--- src/rtl/serial_frame_pkg.sv ---
// Shared types and sizing for the 5-bit serial frame receiver.
package serial_frame_pkg;

  localparam int unsigned DEF_DATA_W    = 5;
  localparam int unsigned DEF_PARITY_EN = 1;
  localparam int unsigned FRAME_LEN     = 1 + DEF_DATA_W + DEF_PARITY_EN + 1;
  localparam int unsigned CNT_W         = $clog2(DEF_DATA_W);

  typedef enum logic [2:0] {
    IDLE      = 3'd0,
    DATA      = 3'd1,
    PARITY    = 3'd2,
    STOP      = 3'd3,
    WAIT_IDLE = 3'd4
  } state_t;

  // Counter width for an arbitrary word size, never below one bit.
  function automatic int unsigned cnt_width(input int unsigned w);
    return (w > 1) ? $clog2(w) : 1;
  endfunction

endpackage

--- src/rtl/serial_frame_out_buf.sv ---
// Output holding register with valid/ready handshake and overrun detection.
module serial_frame_out_buf
  import serial_frame_pkg::*;
#(
  parameter int unsigned DATA_W = DEF_DATA_W
) (
  input  logic              clk,
  input  logic              rst,
  input  logic              load,
  input  logic [DATA_W-1:0] din,
  input  logic              perr_in,
  input  logic              ready,
  output logic [DATA_W-1:0] data_out,
  output logic              data_valid,
  output logic              parity_err,
  output logic              overrun
);

  logic accept_c;
  logic take_c;

  // A new word may enter when the slot is empty or is being drained this edge.
  assign accept_c = data_valid && ready;
  assign take_c   = load && (!data_valid || ready);

  always_ff @(posedge clk or posedge rst) begin
    if (rst) begin
      data_out   <= '0;
      data_valid <= 1'b0;
      parity_err <= 1'b0;
      overrun    <= 1'b0;
    end else begin
      overrun <= load && data_valid && !ready;
      if (take_c) begin
        data_out   <= din;
        parity_err <= perr_in;
        data_valid <= 1'b1;
      end else if (accept_c) begin
        data_valid <= 1'b0;
      end
    end
  end

endmodule

--- src/rtl/serial_frame_rx_5bit.sv ---
// Serial frame receiver: start detect, LSB-first data, even parity, stop check.
module serial_frame_rx_5bit
  import serial_frame_pkg::*;
#(
  parameter int unsigned DATA_W    = DEF_DATA_W,
  parameter int unsigned PARITY_EN = DEF_PARITY_EN
) (
  input  logic              clk,
  input  logic              rst,
  input  logic              si,
  input  logic              en,
  output logic [DATA_W-1:0] data_out,
  output logic              data_valid,
  input  logic              data_ready,
  output logic              parity_err,
  output logic              frame_err,
  output logic              overrun
);

  localparam int unsigned CW = cnt_width(DATA_W);

  state_t            state_q, state_d;
  logic [CW-1:0]     cnt_q, cnt_d;
  logic [DATA_W-1:0] shreg_q, shreg_d;
  logic              par_q, par_d;
  logic              frame_err_d;
  logic              load_c;
  logic              perr_c;

  always_ff @(posedge clk or posedge rst) begin
    if (rst) begin
      state_q   <= IDLE;
      cnt_q     <= '0;
      shreg_q   <= '0;
      par_q     <= 1'b0;
      frame_err <= 1'b0;
    end else begin
      state_q   <= state_d;
      cnt_q     <= cnt_d;
      shreg_q   <= shreg_d;
      par_q     <= par_d;
      frame_err <= frame_err_d;
    end
  end

  // Next-state logic; every transition waits for an enabled sample edge.
  always_comb begin
    state_d     = state_q;
    cnt_d       = cnt_q;
    shreg_d     = shreg_q;
    par_d       = par_q;
    frame_err_d = 1'b0;
    load_c      = 1'b0;
    if (en) begin
      case (state_q)
        IDLE: begin
          if (!si) begin
            state_d = DATA;
            cnt_d   = '0;
            par_d   = 1'b0;
          end
        end
        DATA: begin
          shreg_d[cnt_q] = si;
          par_d          = par_q ^ si;
          if (cnt_q == CW'(DATA_W - 1)) begin
            cnt_d   = '0;
            state_d = (PARITY_EN != 0) ? PARITY : STOP;
          end else begin
            cnt_d = cnt_q + CW'(1);
          end
        end
        PARITY: begin
          par_d   = par_q ^ si;
          state_d = STOP;
        end
        STOP: begin
          if (si) begin
            load_c  = 1'b1;
            state_d = IDLE;
          end else begin
            frame_err_d = 1'b1;
            state_d     = WAIT_IDLE;
          end
        end
        WAIT_IDLE: begin
          if (si) state_d = IDLE;
        end
        default: state_d = IDLE;
      endcase
    end
  end

  // Accumulated XOR over data and parity bit is nonzero on an even-parity error.
  assign perr_c = (PARITY_EN != 0) ? par_q : 1'b0;

  serial_frame_out_buf #(
    .DATA_W (DATA_W)
  ) u_out_buf (
    .clk        (clk),
    .rst        (rst),
    .load       (load_c),
    .din        (shreg_q),
    .perr_in    (perr_c),
    .ready      (data_ready),
    .data_out   (data_out),
    .data_valid (data_valid),
    .parity_err (parity_err),
    .overrun    (overrun)
  );

endmodule

--- config.mk ---
export PLATFORM = sky130hd
export DESIGN_NAME = serial_frame_rx_5bit
export DESIGN_NICKNAME = d
export VERILOG_FILES = /design/src/rtl/serial_frame_pkg.sv /design/src/rtl/serial_frame_out_buf.sv /design/src/rtl/serial_frame_rx_5bit.sv
export SDC_FILE = /design/constraint.sdc
export NUM_CORES = 1
export LEC_CHECK = 0
export ABC_AREA = 1
export CAP_MARGIN = 20
export CORE_MARGIN = 1.5
export CORE_UTILIZATION = 57
export CTS_CLUSTER_SIZE = 25
export DETAILED_ROUTE_END_ITERATION = 8
export PLACE_DENSITY = 0.91
export REMOVE_ABC_BUFFERS = 1
export SYNTH_ARGS = -nofsm -noshare
export SYNTH_HDL_FRONTEND = slang
export SYNTH_SLANG_ARGS = --single-unit
--- constraint.sdc ---
create_clock -name clk -period 3.7 [get_ports clk]
set_clock_uncertainty 0.05 [all_clocks]
set_input_delay 0.74 -clock clk [delete_from_list [all_inputs] [get_ports clk]]
set_output_delay 0.74 -clock clk [all_outputs]
set_load 0.03 [all_outputs]
==> Word-level counts from Yosys, hierarchy flattened <==
Cells that the tools add are included.
{ "op_classes": {"addsub": 1, "mul": 0, "div": 0, "order_cmp": 2, "n_eq_ne": 8, "n_shift": 0, "mux": 21, "n_bitwise": 1, "n_reduce_logical": 17} }
{ "op_table": {"columns": ["op", "n"], "rows": [
  ["3-bit two-way mux", 6],
  ["3-bit one-hot mux with 5 select lines", 1],
  ["1-bit two-way mux", 10],
  ["3-bit by 2-bit equality test with 1-bit output (second input constant)", 2],
  ["3-bit equality test (second input constant)", 2],
  ["2-bit inequality test (second input constant)", 3],
  ["3-bit one-hot mux with 2 select lines", 1],
  ["3-bit AND reduction", 2],
  ["2-bit nonzero test", 3],
  ["5-bit bitwise mux", 1],
  ["1-bit logical AND", 5],
  ["3-bit by 4-bit less-than comparator with 1-bit output (second input constant)", 1],
  ["4-bit AND reduction", 1],
  ["3-bit by 1-bit adder with 3-bit output (second input constant)", 1],
  ["1-bit demux with 3-bit select", 1],
  ["3-bit by 1-bit equality test with 1-bit output (second input constant)", 1],
  ["3-bit by 1-bit >= comparator with 1-bit output (second input constant)", 1],
  ["3-bit logical NOT", 1],
  ["1-bit logical NOT", 2],
  ["1-bit one-hot mux with 2 select lines", 1],
  ["2-bit AND reduction", 1],
  ["2-bit OR reduction", 1],
  ["1-bit logical OR", 1],
  ["1-bit bitwise XOR", 1]
]} }
{ "totals": {"ff_bits": 21, "latch_bits": 0, "ramBits": 0, "mem_bits_ro": 0, "input_bits": 5, "out_inout_bits": 9, "word_cells": 59, "memories": 0} }

==> Depth between registers and ports, before layout <==
{ "logic_depth": {"word_depth": 5, "ltp_mapped": 8, "depth_no_buf": 8} }

==> By module <==
From an unflattened synthesis, not the netlist that was laid out.
{ "hier_totals": {"cells_unflattened": 127, "hier_area_um2": 1074.8} }
{ "modules_own_cells": {"columns": ["module", "instances", "cells_each", "area_per_inst_um2", "seq_area_each_um2"], "rows": [
  ["serial_frame_rx_5bit", 1, 93, 750.7, 325.3],
  ["serial_frame_out_buf", 1, 34, 324.1, 200.2]
]} }

==> Worst setup path before layout <==
No wires, ideal clock.
{ "synth_timing": {"path_kind": "input -> register", "startpoint": "input si", "endpoint": "register u_out_buf.data_out[0]", "setup_time_ps": 118, "arrival_ps": 1370, "t_required_ps": 3532, "slack_ps": 2162, "path_stages": 8, "n_path_buf": 1, "cell_sequence": "buf_4 > inv_2 > nor2_4 > nand2_4 > nor2_8 > inv_4 > nand2_1 > nand2_1"} }
{ "synth_between": {"elab_chain_cells": 4} }
{ "synth_lines": {"columns": ["item", "line", "source"], "rows": [
  ["start: declaration", "serial_frame_rx_5bit.sv:10", "input logic si,"],
  ["1-bit two-way mux", "serial_frame_rx_5bit.sv:78", "if (si) begin"],
  ["1-bit two-way mux", "serial_frame_rx_5bit.sv:55", "case (state_q)"],
  ["1-bit two-way mux", "serial_frame_rx_5bit.sv:54", "if (en) begin"],
  ["1-bit logical AND", "serial_frame_out_buf.sv:24", "assign take_c = load && (!data_valid || ready);"],
  ["end signal: assignment", "serial_frame_out_buf.sv:35", "data_out <= din;"],
  ["end: declaration", "serial_frame_out_buf.sv:13", "output logic [DATA_W-1:0] data_out,"]
]} }
Every way passes these cells.
A chain may end at the register's enable or synchronous reset.

==> Worst setup path after layout <==
{ "layout_timing": {"startpoint": "register u_out_buf.data_out[0]", "endpoint": "output data_out[0]"} }
{ "layout_rtl": {"columns": ["item", "line", "source"], "rows": [
  ["end: declaration", "serial_frame_rx_5bit.sv:12", "output logic [DATA_W-1:0] data_out,"]
]} }
No word-level cell between the ends.

==> metrics.txt <==
# TYPE chip_impl_metric gauge
chip_impl_info{name="run_status",value="finished, final reports clean"} 1
chip_impl_metric{name="gp_congestion",unit=""} 0.910
chip_impl_metric{name="ys.warnings.count",unit=""} 0
chip_impl_metric{name="finalMaxSlewViolations",unit=""} 0
chip_impl_info{name="cp-start-kind",value="flip-flop"} 1
chip_impl_metric{name="fp-row-count",unit=""} 15
chip_impl_metric{name="final_layout_size_suffix_gt1_share",unit="%"} 10.7
chip_impl_metric{name="p_sw_share",unit="%"} 44.3
chip_impl_metric{name="switchingPower",unit="W"} 0.000385
chip_impl_metric{name="io_pins",unit=""} 14
chip_impl_metric{name="routed_wire_length_per_instance",unit="microns"} 11.0
chip_impl_metric{name="power_density",unit="nW/um^2"} 698
chip_impl_metric{name="portBuffers",unit=""} 13
chip_impl_metric{name="initial_core_util",unit="%"} 61.0
chip_impl_metric{name="critical_path.max_stage_delay",unit="ps"} 670
chip_impl_metric{name="synthToLayoutAreaGrowth",unit="%"} 17.0
chip_impl_metric{name="netlist-cell-type-count",unit=""} 23
chip_impl_metric{name="fmaxAchievable",unit="MHz"} 466
chip_impl_metric{name="cts_inserted_buffers",unit=""} 3
chip_impl_metric{name="design.final.nets",unit=""} 157
chip_impl_metric{name="setup_tns",unit="ps"} 0
chip_impl_info{name="timing_worst_setup_path_type",value="reg -> out"} 1
chip_impl_metric{name="grt-ovfl-total",unit=""} 0
chip_impl_metric{name="die-area",unit="sq um"} 2140
chip_impl_metric{name="place_worst_setup_slack",unit="ps"} 1500
chip_impl_metric{name="ir_drop",unit="mV"} 0.431
chip_impl_metric{name="grt_antenna_before_repair",unit=""} 0
chip_impl_metric{name="clock_power_share",unit="%"} 12.6
chip_impl_metric{name="dpl_cell_area",unit="sq um"} 1220
chip_impl_metric{name="clock_latency",unit="ps"} 310
chip_impl_metric{name="post_synth_instance_area",unit="sq um"} 1060
chip_impl_metric{name="worst-endpoint-arrival",unit="ps"} 1360
chip_impl_metric{name="layout_setup_ws",unit="ps"} 1550
chip_impl_metric{name="worst-slew-pin-transition",unit="ps"} 770
chip_impl_metric{name="post-route-cell-area",unit="sq um"} 1250
chip_impl_metric{name="synth.yosys.seq_area_share",unit="%"} 49.4
chip_impl_metric{name="cts-hold-fix-buffers",unit=""} 0
chip_impl_metric{name="power.share.combinational",unit="%"} 44.3
chip_impl_metric{name="filler_cell_count",unit=""} 141
chip_impl_info{name="cts_tree",value="done"} 1
chip_impl_metric{name="power.leakage",unit="nW"} 0.657
chip_impl_metric{name="post_drt_via_cell_ratio",unit=""} 4.95
chip_impl_metric{name="cts_repair_resize_count",unit=""} 0
chip_impl_metric{name="cap_viol_max_count",unit=""} 0
chip_impl_info{name="list_of_cells_traversed_by_the_critical_path",value="clkdlybuf4s50_1"} 1
chip_impl_metric{name="floorplan.core_area",unit="sq um"} 1750
chip_impl_metric{name="detail_route.wirelength",unit="microns"} 1910
chip_impl_metric{name="clkSinkCount",unit=""} 21
chip_impl_metric{name="cts_post_setup_buffers_inserted",unit=""} 0
chip_impl_metric{name="num_vias",unit=""} 862
chip_impl_metric{name="syn_inst",unit=""} 133
chip_impl_metric{name="cellInternalPower",unit="W"} 0.000485
chip_impl_metric{name="horizontal_die_dimension",unit="microns"} 46.2
chip_impl_info{name="final_common_cell",value="sky130_fd_sc_hd__nand2_1"} 1
chip_impl_metric{name="grt_usage",unit="%"} 21.4
chip_impl_metric{name="grt_first_pass_wirelength",unit="microns"} 3130
chip_impl_metric{name="finalCriticalPeriod",unit="ps"} 2150
chip_impl_info{name="critPathCaptureType",value="output port"} 1
chip_impl_metric{name="ys_seq_elements",unit=""} 21
chip_impl_metric{name="seqPwrFrac",unit="%"} 43.0
chip_impl_info{name="critical-path-slowest-cell",value="sky130_fd_sc_hd__clkdlybuf4s50_1"} 1
chip_impl_metric{name="maximum_buffer_depth_of_the_clock_tree",unit=""} 2
chip_impl_metric{name="cts.reportedPaths.clkPinSlew",unit="ps"} 120
chip_impl_metric{name="ant_nets",unit=""} 0
chip_impl_metric{name="mean_area_per_synthesized_cell",unit="sq um"} 8.01
chip_impl_metric{name="detailed_route_iter0_violations",unit=""} 32
chip_impl_metric{name="crit_required",unit="ps"} 2910
chip_impl_metric{name="whs",unit="ps"} 435
chip_impl_metric{name="number_of_global_route_vias_before_repair",unit=""} 810
chip_impl_metric{name="htreeDepth",unit=""} 1
chip_impl_metric{name="antenna_cells_inserted",unit=""} 0
chip_impl_metric{name="ff2ff_setup_slack",unit="ps"} 2080
chip_impl_metric{name="worst-path-buf-inv",unit=""} 1
chip_impl_metric{name="drt_pass1_iterations",unit=""} 4
chip_impl_info{name="root_buffer",value="sky130_fd_sc_hd__clkbuf_4"} 1
chip_impl_metric{name="die_height",unit="microns"} 46.2
chip_impl_info{name="setup_repair_after_global_routing_missed_its_margin",value="false"} 1
chip_impl_metric{name="final_min_period_over_clock_period",unit="%"} 58.0
chip_impl_info{name="highest_count_cells_in_the_layout_ignoring_fill_and_taps",value="sky130_fd_sc_hd__nand2_1 (51), sky130_fd_sc_hd__dfrtp_1 (21), sky130_fd_sc_hd__nor2_1 (13), sky130_fd_sc_hd__clkdlybuf4s50_1 (13)"} 1
chip_impl_metric{name="finalHoldViolations",unit=""} 0
chip_impl_metric{name="drt_drc_violations_left",unit=""} 0
chip_impl_metric{name="number_of_setup_violations_in_the_final_report",unit=""} 0
chip_impl_info{name="crit_path_leading_delay_family",value="buffers and inverters"} 1
chip_impl_metric{name="largest_net_degree_at_the_start_of_global_routing",unit=""} 22
chip_impl_metric{name="crit_path_max_fanout",unit=""} 2
chip_impl_metric{name="final_hpwl_dp",unit="microns"} 1480
chip_impl_metric{name="max-slew-margin-rel",unit="%"} 48.6
chip_impl_info{name="hp-class",value="reg -> reg"} 1
==> cells by family after synthesis <==
family,Yosys count,share of synthesized area [%]
DFF,21,49.4
AOI/OAI and AO/OA,11,5.17
adders and majority gates,2,2.35
buffers and inverters,14,5.52
and+or+nand+nor,84,36.8
xor gates and xnor gates,1,0.823
==> tightest hold or removal path: stages (launching register included) <==
cell and delay (ps):
sky130_fd_sc_hd__dfrtp_1 360, sky130_fd_sc_hd__nand2_1 50, sky130_fd_sc_hd__nand2_1 40
==> synthesized netlist by cell type, drive strengths merged <==
cell type / n / area (sq um)
nand2: 54 / 215
dfrtp: 21 / 526
nor2: 18 / 104
inv: 11 / 43.8
o21ai: 10 / 50.0
nand3: 6 / 35.0
nand4: 4 / 25.0
clkinv: 2 / 7.51
ha: 2 / 25.0
a21oi: 1 / 5.00
and2: 1 / 6.26
buf: 1 / 7.51
or2: 1 / 6.26
xor2: 1 / 8.76
==> worst paths after layout <==
kind	from	end	cells after the start
worst max-delay path	u_out_buf.data_out[0]$_DFFE_PP0P_	data_out[0]	1
worst min-delay path	u_out_buf.data_out[2]$_DFFE_PP0P_	u_out_buf.data_out[2]$_DFFE_PP0P_	2
worst max register to register	cnt_q[0]$_DFFE_PP0P_	state_q[0]$_DFFE_PP0P_	8
worst min register to register	u_out_buf.data_out[2]$_DFFE_PP0P_	u_out_buf.data_out[2]$_DFFE_PP0P_	2
max in group asynchronous	rst	shreg_q[4]$_DFFE_PP0P_	2
min in group asynchronous	rst	u_out_buf.data_out[4]$_DFFE_PP0P_	2
==> layout make-up <==
type / instances / area [sq um] / share of cell area, %
clock buffer: 3 / 22.5 / 1.81
timing repair buffer: 13 / 130 / 10.4
clock inverter: 1 / 5.00 / 0.402
inverter: 13 / 51.3 / 4.12
tap: 25 / 31.3 / 2.51
multi-input combinational: 98 / 480 / 38.6
sequential: 21 / 526 / 42.2
==> flip-flops by register name, indices dropped and copies added, names as in the netlist <==
signal and flops:
u_out_buf.data_out 5, u_out_buf.parity_err 1, par_q 1, shreg_q 5, u_out_buf.data_valid 1, state_q 3
cnt_q 3, u_out_buf.overrun 1, frame_err 1
==> through the flow <==
stage                     instances  power (W)  utilization [%]
after detailed placement        170   0.000764             69.8
final                           174   0.000870             71.4
after global routing            174   0.000939             71.4
after floorplan                 132   0.000644                -
after CTS                       174   0.000873             71.4
after global placement          170   0.000741             69.8
==> power by group through the flow <==
stage / sequential [W] / combinational (W) / clock [W]
2_1_floorplan: 0.000416 / 0.000229 / 0
3_3_place_gp: 0.000373 / 0.000368 / 0
3_5_place_dp: 0.000380 / 0.000384 / 0
4_1_cts: 0.000374 / 0.000387 / 0.000112
5_1_grt: 0.000383 / 0.000436 / 0.000120
6_report: 0.000374 / 0.000386 / 0.000110
==> layer usage <==
metal	vias up	track usage, %	share of wire, %
li1	450	-	-
met1	386	22.4	45
met2	21	39.4	49
met3	5	4.71	3.3
met4	0	10.9	2.2
met5	-	0	0
Power figures use the tool's default switching activity.
==> RTL change (config.mk and constraints unchanged) <==
Register the output `overrun`, cleared by the reset; this adds one clock of latency there. The other outputs are not delayed to match.
--- a/src/rtl/serial_frame_rx_5bit.sv
+++ b/src/rtl/serial_frame_rx_5bit.sv
@@ -18,6 +18,8 @@
 );
 
   localparam int unsigned CW = cnt_width(DATA_W);
+
+  logic overrun_d;
 
   state_t            state_q, state_d;
   logic [CW-1:0]     cnt_q, cnt_d;
@@ -106,8 +108,16 @@
     .data_out   (data_out),
     .data_valid (data_valid),
     .parity_err (parity_err),
-    .overrun    (overrun)
+    .overrun    (overrun_d)
   );
+
+  always_ff @(posedge clk or posedge rst) begin
+    if (rst) begin
+      overrun <= '0;
+    end else begin
+      overrun <= overrun_d;
+    end
+  end
 
 endmodule
 
Function: same outputs for any inputs over 10 cycles, from zero or initial values and one cycle with rst high; that may be too few to reach the edited logic, so the function may still have changed.
==> RTL change against the unedited design <==
- sequential power up 2%
- highest routed layer unchanged
- sequential cell count increased by 1
- area after synthesis is 2.4% higher
- cell area grew 4.0%
- worst setup slack better by 7.4 ps
- first-iteration DRC count down 38%
- register-to-register slack better by 20 ps
- core utilization increased by 2.1 points
- routed wire length is essentially flat
- total power is 9.7% higher
==> RTL change: results (changes against the unedited design) <==
RR Endpoint - state_q[1]$_DFFE_PP0P_ (was state_q[0]$_DFFE_PP0P_)
reg2reg setup slack - 2100 ps (was 2080 ps)
largest net degree at the start of global routing - 23 (was 22)
count leader, synth - nand2_1 (unchanged)
routability cong. - 0.891 (was 0.910)
Max-slew headroom - 47.3% (was 48.6%)
Max VDD drop - 0.423 mV (was 0.431 mV)
DR vias - 880 (was 862)
Warnings, synthesis - 0 (unchanged)
clk_lat worst skew - 300 ps
status - completed (unchanged)
HP Start - u_out_buf.overrun$_DFF_PP0_ (was u_out_buf.data_out[2]$_DFFE_PP0P_)
routed len/inst - 10.9 µm (was 11.0 µm)
pre-CTS WS - 1510 ps (was 1500 ps)
Max Slew Vio Count - 0 (unchanged)
vias in the first global route - 779 (was 810)
GR Util All Layers - 20.0% (was 21.4%)
first-pass GRT wire length - 3070 µm (was 3130 µm)
commonest cells in the netlist - nand2_1 (51), dfrtp_1 (22), nor2_1 (13) (was nand2_1 (51), dfrtp_1 (21), nor2_1 (13))
PortBufs - 13 (unchanged)
largest cells by area after synthesis - dfrtp_1 (51%), nand2_1 (18%), nor2_1 (4.5%) (was dfrtp_1 (49%), nand2_1 (18%), nor2_1 (4.6%))
WHS Endpoint - overrun$_DFF_PP0_ (was u_out_buf.data_out[2]$_DFFE_PP0P_)
sequential area share after synthesis - 50.5% (was 49.4%)
nets@finish - 158 (was 157)
layout cells sized above 1 - 10.7% (about the same)
initial antenna violation count - 0 (unchanged)
leakage - 0.000682 µW (was 0.000657 µW)
Hold Crit Depth - 0 (was 2)
==> RTL change: where the power goes <==
part / total (µW) / leakage [µW] / switching [µW] / internal, µW
combinational: 389 / 0.000359 / 250 / 139
sequential: 383 / 0.000295 / 66.3 / 317
clock: 182 / 0.0000279 / 72.9 / 109
==> RTL change: worst max-delay path by stage <==
| stage | startpoint | slack (ps) | depth (start not counted) | endpoint |
|---|---|---|---|---|
| CTS | u_out_buf.data_out[2]$_DFFE_PP0P_ | 1550 | 1 | data_out[2] |
| floorplan | en | 2280 | 7 | u_out_buf.data_out[0]$_DFFE_PP0P_ |
| global placement | si | 1560 | 8 | u_out_buf.data_out[1]$_DFFE_PP0P_ |
| global route | u_out_buf.data_out[2]$_DFFE_PP0P_ | 1490 | 1 | data_out[2] |
| detailed placement | si | 1510 | 8 | u_out_buf.data_out[2]$_DFFE_PP0P_ |
| finish | u_out_buf.data_out[2]$_DFFE_PP0P_ | 1560 | 1 | data_out[2] |
==> RTL change: cell type report <==
class / instances / share of cell area, %
inverters: 13 / 3.96
multi-input cells: 98 / 37.1
clock buffers: 3 / 1.74
clock inverters: 1 / 2.32
well taps: 25 / 2.41
repair buffers: 13 / 10.0
flip-flops and latches: 22 / 42.5
==> RTL change: kinds of logic (layout without fill, tap and decap cells) <==
family	Yosys count	count (layout)	share of synthesized area (%)
buffers and inverters	14	30	5.40
DFF	22	22	50.5
adders and majority gates	2	2	2.30
xor gates and xnor gates	1	1	0.804
and+or+nand+nor	84	84	35.9
AOI/OAI and AO/OA	11	11	5.05
==> RTL change: per-stage QoR <==
stage,power (µW),hold slack (ps),instances,cell area [µm²]
floorplan,656,281,133,1080
global placement,751,283,171,1240
detailed placement,777,293,171,1240
CTS,956,321,175,1300
global route,1020,328,175,1300
finish,954,316,175,1300
==> RTL change: metal layers <==
| layer | vias up | wire (µm) | track usage, % | part of all wire [%] |
|---|---|---|---|---|
| li1 | 449 | - | - | - |
| met1 | 408 | 899 | 26.0 | 47 |
| met2 | 21 | 928 | 34.4 | 49 |
| met3 | 2 | 64 | 3.53 | 3.4 |
| met4 | 0 | 14 | 5.56 | 0.73 |
| met5 | - | 0 | 0 | 0 |
